File: src/rtl/mem_arbiter_pkg.sv
// Shared definitions for the fetch/data memory arbiter: FSM state encoding,
// owner codes and memory access length codes.
package mem_arbiter_pkg;

  typedef enum logic [1:0] {
    ST_IDLE  = 2'd0,
    ST_ISSUE = 2'd1,
    ST_WAIT  = 2'd2,
    ST_RESP  = 2'd3
  } arb_state_t;

  localparam logic OWNER_FETCH = 1'b0;
  localparam logic OWNER_DATA  = 1'b1;

  localparam logic [2:0] OP_BYTE = 3'd0;
  localparam logic [2:0] OP_HALF = 3'd1;
  localparam logic [2:0] OP_WORD = 3'd2;

endpackage

File: src/rtl/mem_arbiter_pick.sv
// Combinational winner selection between the fetch and data requesters.
// Data has priority unless the starvation flag hands the slot to a waiting fetch.
module mem_arbiter_pick
  import mem_arbiter_pkg::*;
(
  input  logic if_req,
  input  logic d_req,
  input  logic starve,
  output logic winner
);

  always_comb begin
    winner = OWNER_DATA;
    if (!d_req || (starve && if_req)) winner = OWNER_FETCH;
  end

endmodule

File: src/rtl/mem_arbiter.sv
// Single-port memory arbiter between instruction fetch and data access.
// Optional fetch starvation guard enabled by defining ARB_STARVE_GUARD_EN.
module mem_arbiter
  import mem_arbiter_pkg::*;
#(
  parameter int READ_LATENCY = 1,
  parameter int STARVE_LIMIT = 4
) (
  input  logic        clock,
  input  logic        reset_n,
  input  logic        if_req,
  input  logic [31:0] if_address,
  output logic        if_ready,
  output logic [31:0] if_data,
  input  logic        d_req,
  input  logic        d_write,
  input  logic [31:0] d_address,
  input  logic [31:0] d_wdata,
  input  logic [2:0]  d_op_length,
  output logic        d_ready,
  output logic [31:0] d_rdata,
  output logic [31:0] mem_address,
  output logic [31:0] mem_input_data,
  output logic        mem_read,
  output logic        mem_write,
  output logic [2:0]  mem_op_length,
  input  logic [31:0] mem_output_data,
  output logic        busy,
  output logic        owner
);

  if (READ_LATENCY < 1 || READ_LATENCY > 4 || STARVE_LIMIT < 1 || STARVE_LIMIT > 15) begin : g_bad_cfg
    $error("mem_arbiter: READ_LATENCY must be 1..4 and STARVE_LIMIT 1..15");
  end

  // WAIT lasts READ_LATENCY-1 cycles; the counter runs down to zero.
  localparam logic [1:0] WAIT_LOAD = 2'((READ_LATENCY > 1) ? READ_LATENCY - 2 : 0);

  arb_state_t state;
  logic [1:0] wait_cnt;
  logic       lat_write;
  logic       starve;
  logic       winner;
  logic       any_req;

  assign any_req = if_req | d_req;

  mem_arbiter_pick u_pick (
    .if_req (if_req),
    .d_req  (d_req),
    .starve (starve),
    .winner (winner)
  );

`ifdef ARB_STARVE_GUARD_EN
  logic [3:0] starve_cnt;

  assign starve = (starve_cnt == 4'(STARVE_LIMIT));

  always_ff @(posedge clock or negedge reset_n) begin
    if (!reset_n) begin
      starve_cnt <= '0;
    end else if (state == ST_IDLE && any_req) begin
      if (winner == OWNER_FETCH) starve_cnt <= '0;
      else if (if_req)           starve_cnt <= starve_cnt + 4'd1;
    end
  end
`else
  assign starve = 1'b0;
`endif

  always_ff @(posedge clock or negedge reset_n) begin
    if (!reset_n) begin
      state          <= ST_IDLE;
      owner          <= OWNER_FETCH;
      lat_write      <= 1'b0;
      wait_cnt       <= '0;
      mem_address    <= '0;
      mem_input_data <= '0;
      mem_op_length  <= '0;
      mem_read       <= 1'b0;
      mem_write      <= 1'b0;
      if_ready       <= 1'b0;
      d_ready        <= 1'b0;
    end else begin
      case (state)
        ST_IDLE: begin
          if (any_req) begin
            state <= ST_ISSUE;
            owner <= winner;
            if (winner == OWNER_DATA) begin
              lat_write      <= d_write;
              mem_address    <= d_address;
              mem_input_data <= d_wdata;
              mem_op_length  <= d_op_length;
              mem_read       <= ~d_write;
              mem_write      <= d_write;
            end else begin
              lat_write      <= 1'b0;
              mem_address    <= if_address;
              mem_input_data <= '0;
              mem_op_length  <= OP_WORD;
              mem_read       <= 1'b1;
              mem_write      <= 1'b0;
            end
          end
        end
        ST_ISSUE: begin
          mem_read  <= 1'b0;
          mem_write <= 1'b0;
          wait_cnt  <= WAIT_LOAD;
          if (lat_write || READ_LATENCY == 1) begin
            state    <= ST_RESP;
            if_ready <= (owner == OWNER_FETCH);
            d_ready  <= (owner == OWNER_DATA);
          end else begin
            state <= ST_WAIT;
          end
        end
        ST_WAIT: begin
          if (wait_cnt == 2'd0) begin
            state    <= ST_RESP;
            if_ready <= (owner == OWNER_FETCH);
            d_ready  <= (owner == OWNER_DATA);
          end else begin
            wait_cnt <= wait_cnt - 2'd1;
          end
        end
        ST_RESP: begin
          // Requests are deliberately not sampled here so IDLE lasts a cycle.
          state    <= ST_IDLE;
          if_ready <= 1'b0;
          d_ready  <= 1'b0;
        end
        default: state <= ST_IDLE;
      endcase
    end
  end

  assign busy    = (state != ST_IDLE);
  assign if_data = if_ready ? mem_output_data : '0;
  assign d_rdata = (d_ready && !lat_write) ? mem_output_data : '0;

endmodule

File: config.mk
export PLATFORM = sky130hd
export DESIGN_NAME = mem_arbiter
export DESIGN_NICKNAME = d
export VERILOG_FILES = /design/src/rtl/mem_arbiter_pkg.sv /design/src/rtl/mem_arbiter_pick.sv /design/src/rtl/mem_arbiter.sv
export SDC_FILE = /design/constraint.sdc
export NUM_CORES = 1
export LEC_CHECK = 0
export ABC_AREA = 1
export BUFFER_PORTS_ARGS = -buffer_cell sky130_fd_sc_hd__clkbuf_2
export CAP_MARGIN = 20
export CORE_MARGIN = 3
export CORE_UTILIZATION = 25
export CTS_BUF_LIST = sky130_fd_sc_hd__clkbuf_4 sky130_fd_sc_hd__clkbuf_8
export DETAILED_ROUTE_END_ITERATION = 10
export HOLD_SLACK_MARGIN = 0.08
export SLEW_MARGIN = 20
export SYNTH_ARGS = -nofsm -noshare
export SYNTH_HDL_FRONTEND = slang
export SYNTH_SLANG_ARGS = --single-unit
export TNS_END_PERCENT = 1
File: constraint.sdc
create_clock -name clock -period 1.8 [get_ports clock]
set_clock_uncertainty 0.15 [all_clocks]
set_input_delay 0.09 -clock clock [delete_from_list [all_inputs] [get_ports clock]]
set_output_delay 0.09 -clock clock [all_outputs]
set_load 0.01 [all_outputs]
; Word level (Yosys, flattened, before mapping)
; Cells that the tools add are included.
[op_classes]
n_addsub = 1
n_eq_ne = 6
n_mux = 21
bitwise = 3
reduce_logical = 13
[op_table]
columns = cell, count
row1 = $mux W32, 4
row2 = $reduce_and A2 Y1, 5
row3 = $pmux W2 S4, 1
row4 = $mux W1, 7
row5 = $mux W2, 3
row6 = $ne A2 B2 Y1 const B, 3
row7 = $pmux W1 S3, 2
row8 = $reduce_bool A2 Y1, 3
row9 = $eq A2 B2 Y1 const B, 2
row10 = $logic_not A2 Y1, 2
row11 = $pmux W1 S2, 2
row12 = $pmux W2 S2, 1
row13 = $mux W3, 1
row14 = $reduce_bool A3 Y1, 1
row15 = $eq A2 B1 Y1 const B, 1
row16 = $not A1 Y1, 2
row17 = $sub A2 B1 Y2 const B, 1
row18 = $logic_and A1 B1 Y1, 1
row19 = $logic_not A1 Y1, 1
row20 = $or A1 B1 Y1, 1
[totals]
regBits = 77
input_bits = 136
output_inout_bits = 137
wordCells = 55

; Logic depth before layout (Yosys ltp)
[logic_depth]
depth_word = 4
depth_mapped = 8
ltp_nobuf = 7

; Hierarchy
; From an unflattened synthesis, not the netlist that was laid out.
[unflattened]
cells_unflattened = 596
area_unflattened_um2 = 4062.6
[modules_own_cells]
columns = module, instances, cells_each, area_each_um2, seq_area_each_um2
row1 = mem_arbiter, 1, 594, 4050.1, 1926.8
row2 = mem_arbiter_pick, 1, 2, 12.5, 0.0

; Least setup slack after synthesis
; Ideal clock, no wire load.
[synth_path]
path_kind = register to register
startpoint = register state[0]
endpoint = register mem_address[10]
setup_ps = 65
t_arrival_ps = 1365
required_ps = 1585
slack_ps = 220
path_stages_with_launch = 9
path_buffers = 2
synth_period_minus_slack_ps = 1580
path_cell_list = dfrtp_1 inv_1 ha_1 buf_6 inv_2 nor2_4 buf_6 nand2_1 nand2_1
[synth_between]
elab_chain_len = 2
[synth_rtl]
columns = element, line_no
row1 = from (decl), mem_arbiter.sv:39  ; arb_state_t state;
row2 = from (signal assigned), mem_arbiter.sv:74  ; state <= ST_IDLE;
row3 = from (signal assigned), mem_arbiter.sv:89  ; state <= ST_ISSUE;
row4 = from (signal assigned), mem_arbiter.sv:113  ; state <= ST_RESP;
row5 = $logic_not A2 Y1, mem_arbiter.sv:86  ; case (state)
row6 = $reduce_and A2 Y1 (no source line), --
row7 = to (signal assigned), mem_arbiter.sv:93  ; mem_address <= d_address;
row8 = to (signal assigned), mem_arbiter.sv:100  ; mem_address <= if_address;
row9 = to (decl), mem_arbiter.sv:22  ; output logic [31:0] mem_address,
; Every way passes these cells.
; A chain may end at the register's enable or synchronous reset.

; Worst setup path in the final report
[layout_path]
startpoint = register state[0]
endpoint = register mem_input_data[10]
[layout_between]
elab_chain_len = 2
[layout_rtl]
columns = element, line_no
row1 = $logic_not A2 Y1, mem_arbiter.sv:86
row2 = $reduce_and A2 Y1 (no source line), --
row3 = to (signal assigned), mem_arbiter.sv:94  ; mem_input_data <= d_wdata;
row4 = to (decl), mem_arbiter.sv:23  ; output logic [31:0] mem_input_data,
; Every way passes these cells.

==> impl_metrics.csv <==
group,metric,value,unit
worst_setup_path,arrival,1.79,ns
sta,max_freq,0.608,GHz
min_path,worstHoldPathType,"in2reg",
synth,synthCells,592,
worst_setup_path,path_class,"reg2reg",
synth,synth_warnings,0,
worst_setup_path,r2r-start,"state[0]",
power_and_ir_drop,share_comb_of_total_power,48.8,%
clock_tree,h-tree-depth,3,
sta,setup_viol,0,
sta,period_share,91.4,%
power_and_ir_drop,clkPwrFrac,17.5,%
floorplan,coreArea,16000,sq um
synth,yosysSeqAreaShare,47.0,%
global_routing,antenna_found_initial,0,
synth,synthTopCellsByArea,"dfrtp_1 47%, nand2_1 23%, inv_1 10%",
synth,synth_top_area_cell,"dfrtp_1",
synth,synthTopCellsByCount,"248 x nand2_1, 109 x inv_1, 77 x dfrtp_1, 39 x o21ai_0, 38 x nand3_1",
floorplan,die_area,18000,sq um
synth,syn_area,4100,sq um
floorplan,die_h,134,um
placed_design,io_buffers,272,
worst_setup_path,startpoint,"state[0]",
synth,synth-seq-cells,77,
synth,synthDistinctLibCells,16,
worst_setup_path,cp_max_fo,20,
synth,syn_avg_cell_area,6.93,sq um
clock_tree,root_buffer,"clkbuf_8",
synth,synth_edf_count,0,
job,cap_violations,0,
layout,syn_to_final_growth,70.3,%
global_routing,grt.overflow.total,0,
layout,drive_gt1_share,32.0,%
clock_tree,post_cts_buffers,0,
power_and_ir_drop,vdd_ir_drop_max,0.000552,V
worst_setup_path,r2r_slack,0.16,ns
synth,async_flop_share,100,%
drt,wl_met3,1100,um
outcome,status,"finished clean",
clock_tree,cts_made_buffers,9,
placed_design,gp_congestion,0.765,
power_and_ir_drop,power_density,1230,nW/um^2
synth,synth_fp_nets,735,
global_routing,track_usage,14.7,%
min_path,whs_path_depth,4,
power_and_ir_drop,power.net_switching,3.56,mW
sta,tns,0,ns
power_and_ir_drop,leakagePower,4.39,nW
placed_design,hpwl,9870,um
clock_tree,clk_pin_slew,0.09,ns
global_routing,grt_pass1_vias,4594,
synth,synth.most_common_cell,"nand2_1",
layout,fill_cells,1640,
sta,slew_headroom,63.8,%
clock_tree,cts_tree,"done",
sta,fin_crit,1.64,ns
drt,wl_met1,5470,um
floorplan,die_x,134,um
drt,drt_iter0_markers,103,
floorplan,start_util,25.6,%
drt,ant_nets,0,
sta,holdWs,0.0975,ns
worst_setup_path,rr_worst_depth,6,
worst_setup_path,r2r-end,"mem_input_data[10]",
global_routing,grt_pass1_wl,21700,um
global_routing,grt_start_max_net_pins,68,
synth,synth-main-ff-cell,"dfrtp_1",
drt,routedWlPerCell,11.8,um
power_and_ir_drop,p_sw_share,41.5,%
power_and_ir_drop,seq_power_share,33.7,%
drt,top_layer,"met4",
worst_setup_path,cp.required,1.94,ns
clock_tree,clock-sinks,77,
power_and_ir_drop,intPower,5.02,mW
floorplan,pin_count,273,
drt,drc_errors,0,
sta,worst_pin_slew,0.543,ns
floorplan,num_rows,46,
worst_setup_path,crit_path_end_kind,"flop",
sta,slew_violations,0,
drt,vias,4873,
drt,routed_wl,13900,um
worst_setup_path,cp-endpoint,"mem_input_data[10]",
drt,route.met2.wl,7020,um
clock_tree,clk_path_buf_depth,2,
sta,rsz0062_at_grt,"no",
layout,n_antenna_cell,0,
clock_tree,worstSkewPairLatency,0.35,ns
drt,vias_per_cell,4.12,
layout,fin_nets,1105,
drt,dr.pass1.iters,5,
synth,synthDominantCellAreaShare,47.0,%
sta,hold_viol,0,
worst_setup_path,crit_path_start_kind,"flop",
what timing repair did:
action / CTS / global route
gates resized for setup: 0 / 1
endpoints found under the hold margin: 149 / 0
setup endpoints to repair: 0 / 14
hold buffers: 103 / 0
cell type report:
class                      instances  area [sq um]  area share [%]
inverter                         110           413            5.91
clock buffer                      10           131            1.88
multi-input combinational        373          1590            22.7
tap                              216           270            3.87
timing repair buffer             391          2560            36.7
sequential                        77          1930            27.6
clock inverter                     6          93.8            1.34
sequential cells by signal, indices dropped and copies added (netlist names):
register and flops:
mem_address 32, mem_input_data 32, mem_op_length 3, state 2, wait_cnt 2, d_ready 1, if_ready 1, lat_write 1
mem_read 1, mem_write 1, owner 1
layout by cell type, fill, tap and decap left out:
cell type / netlist / routed
bufinv_16: 0 / 2
clkbuf_2: 0 / 270
nand3b_1: 1 / 1
inv_2: 1 / 1
inv_6: 0 / 2
dfrtp_1: 77 / 77
nor2_4: 1 / 1
ha_1: 7 / 6
nand3_1: 38 / 38
clkinvlp_4: 0 / 1
dlygate4sd3_1: 0 / 103
o21ai_0: 39 / 39
or2_2: 1 / 1
buf_2: 11 / 1
ha_2: 0 / 1
nand2_1: 248 / 248
clkbuf_8: 0 / 9
clkinv_4: 0 / 1
nor2_1: 37 / 37
o21ai_4: 1 / 1
clkbuf_4: 0 / 1
buf_12: 0 / 4
inv_1: 109 / 109
buf_4: 2 / 13
per-layer routing:
layer  vias to the layer above  global-route usage (%)
met1                      2174                    16.3
met4                         0                    5.77
met5                         -                       0
met3                        23                    3.83
li1                       2467                       -
met2                       209                    26.8
critical path, cell delays in order, from the launching register on:
cell and delay, ns:
dfrtp_1 0.38, inv_1 0.10, ha_2 0.26, buf_4 0.22, buf_4 0.27, nand3_1 0.11
nand2_1 0.09
worst min path at each step:
stage | start | to | slack (ns)
3_5_place_dp | reset_n | mem_input_data[8] | -0.21
6_report | d_req | mem_input_data[21] | 0.1
5_1_grt | d_req | mem_input_data[21] | 0.12
3_3_place_gp | reset_n | mem_input_data[8] | -0.21
4_1_cts | d_req | mem_input_data[4] | 0.09
2_1_floorplan | reset_n | d_ready | -0.36
cell families after synthesis:
group,after synthesis,synth area share [%]
simple gates,326,31.3
flops,77,47.0
compound gates,40,5.15
fa+ha+maj,7,2.13
buf+inv,142,14.4
power by group through the flow:
stage	combinational [mW]	clock [mW]	sequential, mW
floorplan	1.88	0	3.21
global placement	3.97	0	2.90
detailed placement	4.03	0	2.90
global route	4.68	1.62	2.98
finish	4.19	1.50	2.89
CTS	4.22	1.56	2.88
through the flow:
stage               area, sq um  setup WS, ns  util (%)  total power [mW]  cells
global placement           5730         0.186      35.8              6.87   1064
global route               6990        0.0206      43.7              9.28   1183
CTS                        6980        0.0949      43.7              8.66   1183
detailed placement         5730         0.129      35.8              6.92   1064
finish                     6990         0.156      43.7              8.58   1183
floorplan                  4100         0.220         -              5.09    592
Power figures use the tool's default switching activity.
